File: config.mk
export PLATFORM = sky130hd
export DESIGN_NAME = mem_stage_port
export DESIGN_NICKNAME = d
export VERILOG_FILES = /design/src/rtl/mem_stage_pkg.sv /design/src/rtl/mem_stage_port.sv
export SDC_FILE = /design/constraint.sdc
export NUM_CORES = 1
export LEC_CHECK = 0
export BUFFER_PORTS_ARGS = -buffer_cell sky130_fd_sc_hd__clkbuf_2
export CORE_ASPECT_RATIO = 1.25
export CORE_UTILIZATION = 40
export CTS_CLUSTER_SIZE = 12
export DETAILED_ROUTE_END_ITERATION = 8
export PLACE_DENSITY_LB_ADDON = 0.3
export RECOVER_POWER = 50
export SLEW_MARGIN = 15
export SYNTH_ARGS = -nofsm -noshare
export SYNTH_HDL_FRONTEND = slang
export SYNTH_SLANG_ARGS = --single-unit
File: constraint.sdc
create_clock -name clk -period 1.8 [get_ports clk]
set_input_delay 0.27 -clock clk [delete_from_list [all_inputs] [get_ports clk]]
set_output_delay 0.27 -clock clk [all_outputs]
set_load 0.01 [all_outputs]
File: src/rtl/mem_stage_pkg.sv
//------------------------------------------------------------------------------
// Module  : mem_stage_pkg
// Brief   : Shared types and constants for the memory-stage data-memory port.
// Revision: 1.0  initial release
//------------------------------------------------------------------------------
`default_nettype none

package mem_stage_pkg;

  // Port state: IDLE = nothing in flight, BUSY = request outstanding,
  // DONE = result presented, instruction leaves the stage this cycle.
  typedef enum logic [1:0] {
    ST_IDLE = 2'd0,
    ST_BUSY = 2'd1,
    ST_DONE = 2'd2
  } mem_state_t;

  // Default number of BUSY cycles tolerated without an ack.
  localparam int unsigned TIMEOUT_DEFAULT = 15;

  // Width of the BUSY-cycle counter (saturating).
  localparam int unsigned CNT_W = 8;

  // Bit value replicated into rdata_out on stores and error completions.
  localparam logic ERR_FILL_BIT = 1'b0;

endpackage : mem_stage_pkg

`default_nettype wire

File: src/rtl/mem_stage_port.sv
//------------------------------------------------------------------------------
// Module  : mem_stage_port
// Brief   : Memory-stage data-memory port. Issues a req/ack access to a
//           variable-latency data memory, stalls the pipeline until it
//           completes, and flags misaligned addresses and ack timeouts.
// Revision: 1.0  initial release
//------------------------------------------------------------------------------
`default_nettype none

module mem_stage_port
  import mem_stage_pkg::*;
#(
  parameter int unsigned ADDR_W  = 32,
  parameter int unsigned DATA_W  = 32,
  parameter int unsigned TIMEOUT = TIMEOUT_DEFAULT
) (
  input  logic              clk,
  input  logic              rst,
  input  logic              mem_read,
  input  logic              mem_write,
  input  logic [ADDR_W-1:0] addr,
  input  logic [DATA_W-1:0] wdata,
  output logic              stall,
  output logic [DATA_W-1:0] rdata_out,
  output logic              misalign,
  output logic              timeout,
  output logic              dm_req,
  output logic              dm_we,
  output logic [ADDR_W-1:0] dm_addr,
  output logic [DATA_W-1:0] dm_wdata,
  input  logic              dm_ack,
  input  logic [DATA_W-1:0] dm_rdata
);

  localparam logic [CNT_W-1:0] C_CNT_LAST = CNT_W'(TIMEOUT - 1);
  localparam logic [CNT_W-1:0] C_CNT_MAX  = {CNT_W{1'b1}};
  localparam logic [DATA_W-1:0] C_FILL    = {DATA_W{ERR_FILL_BIT}};

  mem_state_t       r_state;
  logic [CNT_W-1:0] r_count;
  logic             w_access;
  logic             w_aligned;

  assign w_access  = mem_read | mem_write;
  assign w_aligned = (addr[1:0] == 2'b00);

  // Hold the front of the pipeline while an access is being started or is outstanding.
  assign stall = ~rst & (((r_state == ST_IDLE) & w_access) | (r_state == ST_BUSY));

  // FSM, BUSY-cycle counter and all registered outputs.
  always_ff @(posedge clk) begin
    if (rst) begin
      r_state   <= ST_IDLE;
      r_count   <= '0;
      dm_req    <= 1'b0;
      dm_we     <= 1'b0;
      dm_addr   <= '0;
      dm_wdata  <= '0;
      rdata_out <= '0;
      misalign  <= 1'b0;
      timeout   <= 1'b0;
    end else begin
      // Error flags are single-cycle pulses; they are only set on entry to DONE.
      misalign <= 1'b0;
      timeout  <= 1'b0;
      case (r_state)
        ST_IDLE: begin
          if (w_access) begin
            if (w_aligned) begin
              dm_req   <= 1'b1;
              dm_we    <= mem_write;
              dm_addr  <= addr;
              dm_wdata <= wdata;
              r_count  <= '0;
              r_state  <= ST_BUSY;
            end else begin
              rdata_out <= C_FILL;
              misalign  <= 1'b1;
              r_state   <= ST_DONE;
            end
          end
        end
        ST_BUSY: begin
          if (dm_ack) begin
            dm_req    <= 1'b0;
            rdata_out <= dm_we ? C_FILL : dm_rdata;
            r_state   <= ST_DONE;
          end else if (r_count == C_CNT_LAST) begin
            dm_req    <= 1'b0;
            rdata_out <= C_FILL;
            timeout   <= 1'b1;
            r_state   <= ST_DONE;
          end else if (r_count != C_CNT_MAX) begin
            r_count <= r_count + 1'b1;
          end
        end
        ST_DONE: begin
          // EX/MEM still holds the finished instruction, so never re-issue here.
          r_state <= ST_IDLE;
        end
        default: begin
          r_state <= ST_IDLE;
          dm_req  <= 1'b0;
        end
      endcase
    end
  end

endmodule : mem_stage_port

`default_nettype wire

==> summary.txt, run 1 <==
Status
  • Status: finished, final reports clean

Setup path
  • Crit path kind: reg -> reg
  • Worst setup EP type: register
  • CP Max Fanout: 4
  • Flop2flop setup slack: 0.004 ns
  • Crit path DAT: 2.06 ns
  • CP startpoint kind: register
  • Worst path required time: 2.07 ns

Timing
  • Setup TNS: 0 ns
  • Final hold vios: 0
  • Endpoints failing setup: 0
  • Final critical-path setup slack: 0.00359 ns
  • Fmax: 557 MHz
  • Slew Viols, Final: 0
  • Fin Clk Skew: 0.00770 ns
  • Slew headroom: 0.562
  • Minimum clock period: 1.80 ns
  • Actual slew at the worst max-slew pin: 0.657 ns
  • Period utilization: 0.998

Placement
  • Setup slack after placement: -0.430 ns
  • Cell Area, Placed: 5140 um^2
  • GP Congestion: 0.835
  • I/O Buffers: 201
  • DP HPWL: 7.09 mm

Synthesis
  • Post-synth EDFFs: 0
  • Synth top area share: 0.574
  • Yosys top cell by area: dfxtp_1
  • Unique cell type count in the Yosys netlist: 40
  • Mapped Area: 3840 um^2
  • Register area share after synthesis: 0.574
  • Most common cell in the netlist: nand2_1
  • Main flop type after synthesis: dfxtp_1
  • Gate Count Post-Synth: 425
  • Area contributors post-synth: dfxtp_1 57%, nand2_1 13%, a21oi_1 8.1%
  • Mapped Nets: 528
  • Ys async rst share: 0
  • Yosys warns: 0
  • Post-synthesis area per instance: 9.03 um^2
  • Flops & latches, synth: 110
  • Most frequent cells after synthesis: 128 x nand2_1, 110 x dfxtp_1, 62 x a21oi_1, 32 x a22o_1, 17 x clkbuf_1

Flow run
  • Max-Cap Viols: 0

Power and ir drop
  • Max IR drop VDD: 0.000477 V
  • P_leak: 2.21 nW
  • Power Internal: 0.00375 W
  • Flop pwr share: 0.518
  • Post-layout power: 0.00492 W
  • Power share of the clock group: 0.376
  • PwrDens: 902 nW/um^2
  • Switching Share: 0.238
  • Combinational Power Share: 0.106
  • Switch Pwr: 0.00117 W

Floorplanning
  • Rows: 39
  • Die Area: 9990 um^2
  • Die W: 89.6 um
  • I/O Pins: 202
  • Core footprint: 9220 um^2
  • Die height: 111 um
  • Starting Density: 0.416

Routing
  • Post-route ant nets: 0
  • Total Wirelength: 10.6 mm
  • Residual DRC: 0
  • First drt pass iteration count: 4
  • DRC marker count from the first detailed-route iteration: 114
  • Via count: 3792
  • Drt wl/cell: 13.7 um
  • DR vias/cell: 4.92

Finish
  • Final layout net count: 746
  • Layout cells sized above 1: 0.261
  • N_diodes: 0
  • Layout Utilization: 0.591
  • Design Area, Final: 5450 um^2
  • Synth-to-Final Area Change: 42.1%
  • Fillers: 881

CTS
  • CTS buffer count: 9
  • CTS clk-pin slew, worst paths: 0.07 ns
  • Longest Clk Path Bufs: 2
  • CTS tree: done
  • Hold Buf Count CTS: 0
  • Clock latency on the worst-skew pair: 0.34 ns
  • CTS sink cnt: 110
  • Clock root buffer master: clkbuf_16
  • CTS H-Tree Depth: 3

Global routing
  • Vias in the first global route: 3567
  • Initial antenna violation count: 0
  • Total GRT Usage: 0.198
  • Largest net degree at the start of global routing: 65
  • First-pass GRT wire length: 15.5 mm
  • Grt ovf: 0

Min path
  • Hold Path Class: in -> reg
==> flip-flops by register name, indices dropped and copies added, names as in the netlist <==
| register | flops |
|---|---|
| misalign | 1 |
| timeout | 1 |
| dm_wdata | 32 |
| rdata_out | 32 |
| r_state | 2 |
| r_count | 8 |
| dm_addr | 32 |
| dm_we | 1 |
| dm_req | 1 |
==> layout by cell type (no fill, tap or decap), types with 7 or more instances in the layout <==
| cell | count |
|---|---|
| a21oi_1 | 62 |
| a22o_1 | 32 |
| buf_4 | 24 |
| clkbuf_1 | 103 |
| clkbuf_16 | 10 |
| clkbuf_2 | 101 |
| dfxtp_1 | 107 |
| nand2_1 | 128 |
| nor2_1 | 9 |
| o21ai_0 | 7 |
==> worst max-delay path, cell delays in order (launching register included) <==
cell,delay (ns)
dfxtp_2,0.33
buf_6,0.12
ha_4,0.16
and3_4,0.15
nand4_1,0.18
buf_4,0.17
a21oi_4,0.06
or4_4,0.48
o21ai_2,0.07
==> metal layers <==
metal	share of wire	GRT usage
met1	0.39	0.197
met2	0.50	0.364
met3	0.088	0.0638
met4	0.022	0.0878
met5	0	0
==> cell type report <==
| type | count | area (um^2) | share of cell area |
|---|---|---|---|
| Clock buffer | 13 | 260 | 0.0477 |
| Inverter | 3 | 11.3 | 0.00207 |
| Timing Repair Buffer | 234 | 1200 | 0.221 |
| Tap cell | 123 | 154 | 0.0282 |
| Multi-Input combinational cell | 285 | 1600 | 0.293 |
| Clock inverter | 3 | 18.8 | 0.00344 |
| Sequential cell | 110 | 2210 | 0.405 |
==> cell families after synthesis <==
group / Yosys count / share of synthesized area
fa+ha+maj: 2 / 0.00652
flops: 110 / 0.574
buf+inv: 31 / 0.0346
compound gates: 116 / 0.196
simple gates: 166 / 0.189
==> worst paths after layout <==
path,startpoint,to,cells past startpoint
setup / recovery,r_count[1],r_count[7],8
hold / removal,addr[12],dm_addr[12],3
setup reg to reg,r_count[1],r_count[7],8
hold reg to reg,dm_wdata[24],dm_wdata[24],2
==> repair_timing <==
item | CTS | global route
resized for setup | 7 | 14
setup endpoints to repair | 39 | 64
pin swaps | 5 | 9
cloned | 0 | 2
buffers inserted | 0 | 6
endpoints found under the hold margin | 0 | 0
==> power by group through the flow <==
stage	clock network, W	logic, W	registers, W
floorplan	0	0.000203	0.00264
global placement	0	0.000497	0.00260
detailed placement	0	0.000506	0.00260
CTS	0.00191	0.000514	0.00255
global route	0.00200	0.000574	0.00256
finish	0.00185	0.000521	0.00255
==> through the flow <==
stage	hold slack, ns	instances
2_1_floorplan	0.347	425
3_3_place_gp	0.441	747
3_5_place_dp	0.446	747
4_1_cts	0.132	763
5_1_grt	0.138	771
6_report	0.143	771
No activity file was read; power rests on OpenSTA's default activity.
==> run 2, diff against run 1 <==
GPL_TIMING_DRIVEN = 0   (was unset)
REMOVE_ABC_BUFFERS = 1   (was unset)
==> run 2 against run 1 <==
Final cell count down 0.52%; largest power group unchanged; clock-buffer cell count fell by 2; the flow now finishes with violations (setup timing); maximum frequency is 0.90% lower; critical path type unchanged; clock power is 6% higher.
==> summary.txt, run 2 (synthesis gave the netlist of run 1 again) <==
Finish
  • Layout cells sized above 1: 0.413 (+0.152)
  • FF/Latch Area: 2220 um^2 (+0.45%)
  • Largest registers: dm_addr (32), dm_wdata (32), rdata_out (32)
  • N_diodes: 0 (unchanged)
  • Final layout net count: 742 (-0.54%)
  • Layout Utilization: 0.611 (+0.0195)
  • Synth-to-Final Area Change: 46.8%
  • Design Area, Final: 5630 um^2 (+3.3%)
  • Fillers: 808 (-8.3%)
  • Commonest non-fill, non-tap cell in the layout: clkbuf_2
  • Commonest non-fill, non-tap cells in the layout: 200 x clkbuf_2, 128 x nand2_1, 105 x dfxtp_1
  • Multi-input logic area: 1600 um^2 (+0.16%)

Routing
  • Top routing layer in use: met4
  • Via count: 3759 (-0.87%)
  • First drt pass iteration count: 4 (unchanged)
  • DR WL met3: 542 um (-42%)
  • Met2 wire len: 5.44 mm (+3.1%)
  • Post-route ant nets: 0 (unchanged)
  • M1 WL: 4.49 mm (+8.1%)
  • DR vias/cell: 4.90 (-0.35%)
  • Residual DRC: 0 (unchanged)
  • Drt wl/cell: 14.0 um (+1.8%)
  • DRC marker count from the first detailed-route iteration: 158 (+39%)
  • Total Wirelength: 10.7 mm (+1.3%)

Global routing
  • Grt ovf: 0 (unchanged)
  • Total GRT Usage: 0.215 (+0.0170)
  • First-pass GRT wire length: 16.5 mm (+6.5%)
  • Initial antenna violation count: 0 (unchanged)
  • Largest net degree at the start of global routing: 72 (+11%)
  • Vias in the first global route: 3441 (-3.5%)

Timing
  • Slew headroom: 0.450 (-0.112)
  • Hold_ws: 0.129 ns (-0.0141 ns)
  • Fin Clk Skew: 0.00783 ns (+0.000134 ns)
  • Actual slew at the worst max-slew pin: 0.825 ns (+0.168 ns)
  • Slew Viols, Final: 0 (unchanged)
  • Minimum clock period: 1.81 ns (+0.0163 ns)
  • Final hold vios: 0 (unchanged)
  • Period utilization: 1.01 (+0.00905)
  • Endpoints failing setup: 13 (+13)
  • RSZ-0062 raised after global routing: yes
  • Final critical-path setup slack: -0.0127 ns (-0.0163 ns)
  • Fmax: 552 MHz (-0.90%)

Setup path
  • Crit path kind: reg -> reg
  • Slowest stage delay, CP: 0.38 ns (-0.10 ns)
  • Crit path cell chain: nor4_4 -> a31oi_4 -> nor3_4 -> buf_4 -> nor2_4 -> buf_12 -> a22o_1
  • Worst path required time: 2.03 ns (-0.04 ns)
  • Flop2flop setup slack: -0.01 ns (-0.02 ns)
  • Crit path DAT: 2.04 ns (-0.02 ns)
  • Worst setup EP type: register
  • CP Buf/Inv Count: 2 (unchanged)
  • Crit path max-delay family: simple AND/OR/NAND/NOR gates
  • CP Max Fanout: 16 (+12)
  • Slowest cell on the critical path: nor4_4
  • CP startpoint kind: register

Floorplanning
  • I/O Pins: 202 (unchanged)
  • Rows: 39 (unchanged)
  • Die W: 89.6 um (unchanged)
  • Core footprint: 9220 um^2 (unchanged)
  • Die height: 111 um (unchanged)
  • Starting Density: 0.416 (unchanged)
  • Die Area: 9990 um^2 (unchanged)

CTS
  • Longest Clk Path Bufs: 2 (unchanged)
  • CTS buffer count: 9 (unchanged)
  • Clock latency on the worst-skew pair: 0.33 ns (about the same)
  • CTS tree: done
  • CTS H-Tree Depth: 3 (unchanged)
  • Clock root buffer master: clkbuf_16
  • CTS clk-pin slew, worst paths: 0.07 ns (about the same)
  • CTS sink cnt: 110 (unchanged)

Power and ir drop
  • P_leak: 2.55 nW (+16%)
  • Max IR drop VDD: 0.000517 V (+8.4%)
  • Post-layout power: 0.00511 W (+3.9%)
  • PwrDens: 907 nW/um^2 (+0.59%)

Placement
  • Cell Area, Placed: 4990 um^2 (-2.8%)
  • DP HPWL: 7.02 mm (-1.0%)
  • I/O Buffers: 201 (unchanged)
  • GP Congestion: 0.839 (+0.56%)

Min path
  • Hold Path Class: in -> reg

Status
  • Failing checks: setup timing
  • Status: complete, but fails checks

Flow run
  • Max-Cap Viols: 0 (unchanged)
==> run 2: cell types whose count changed in the layout (fill, tap and decap cells not counted), moves of 3 or more <==
cell,change
clkbuf_2,+99
dfxtp_4,+3
buf_4,-5
buf_16,+3
clkbuf_1,-102
==> run 2: final cells by class <==
| class | count | share of cell area |
|---|---|---|
| tap | 123 | 0.0273 |
| inverter | 3 | 0.00200 |
| sequential | 110 | 0.393 |
| timing repair buffer | 229 | 0.240 |
| multi-input combinational | 286 | 0.284 |
| clock inverter | 5 | 0.0104 |
| clock buffer | 11 | 0.0431 |
==> run 2: per-stage QoR <==
step           setup TNS (ns)  cells  worst slack, ns
4_1_cts                     0    756          0.00797
3_3_place_gp          -206.73    721            -2.15
6_report              -0.0946    767          -0.0127
2_1_floorplan          -73.10    397           -0.904
5_1_grt                 -1.92    767          -0.0716
3_5_place_dp           -49.17    725           -0.796
==> run 2: what timing repair did <==
| action | in CTS | in global routing |
|---|---|---|
| gates resized for setup | 13 | 10 |
| pin swaps | 7 | 7 |
| endpoints found under the setup margin | 104 | 81 |
| endpoints found under the hold margin | 0 | 0 |
| cloned | 2 | 1 |
| setup buffers | 13 | 10 |
| hold buffers | 0 | 0 |
==> run 2: final timing paths <==
kind	endpoint	from	depth (start not counted)
worst min-delay path	timeout	dm_ack	2
worst max-delay path	rdata_out[10]	r_count[7]	7
worst min register to register	dm_wdata[22]	dm_wdata[22]	2
worst max register to register	rdata_out[10]	r_count[7]	7
==> run 2: report_power, final <==
part	switching, W	internal, W	total, W
clock	0.000854	0.00112	0.00197
combinational	0.000307	0.000284	0.000591
sequential	0.0000400	0.00251	0.00255
total	0.00120	0.00391	0.00511
==> run 2: metal layers <==
metal / GRT usage / vias up
li1: - / 1884
met1: 0.250 / 1735
met2: 0.371 / 119
met3: 0.0482 / 21
met4: 0.0931 / 0
met5: 0 / -
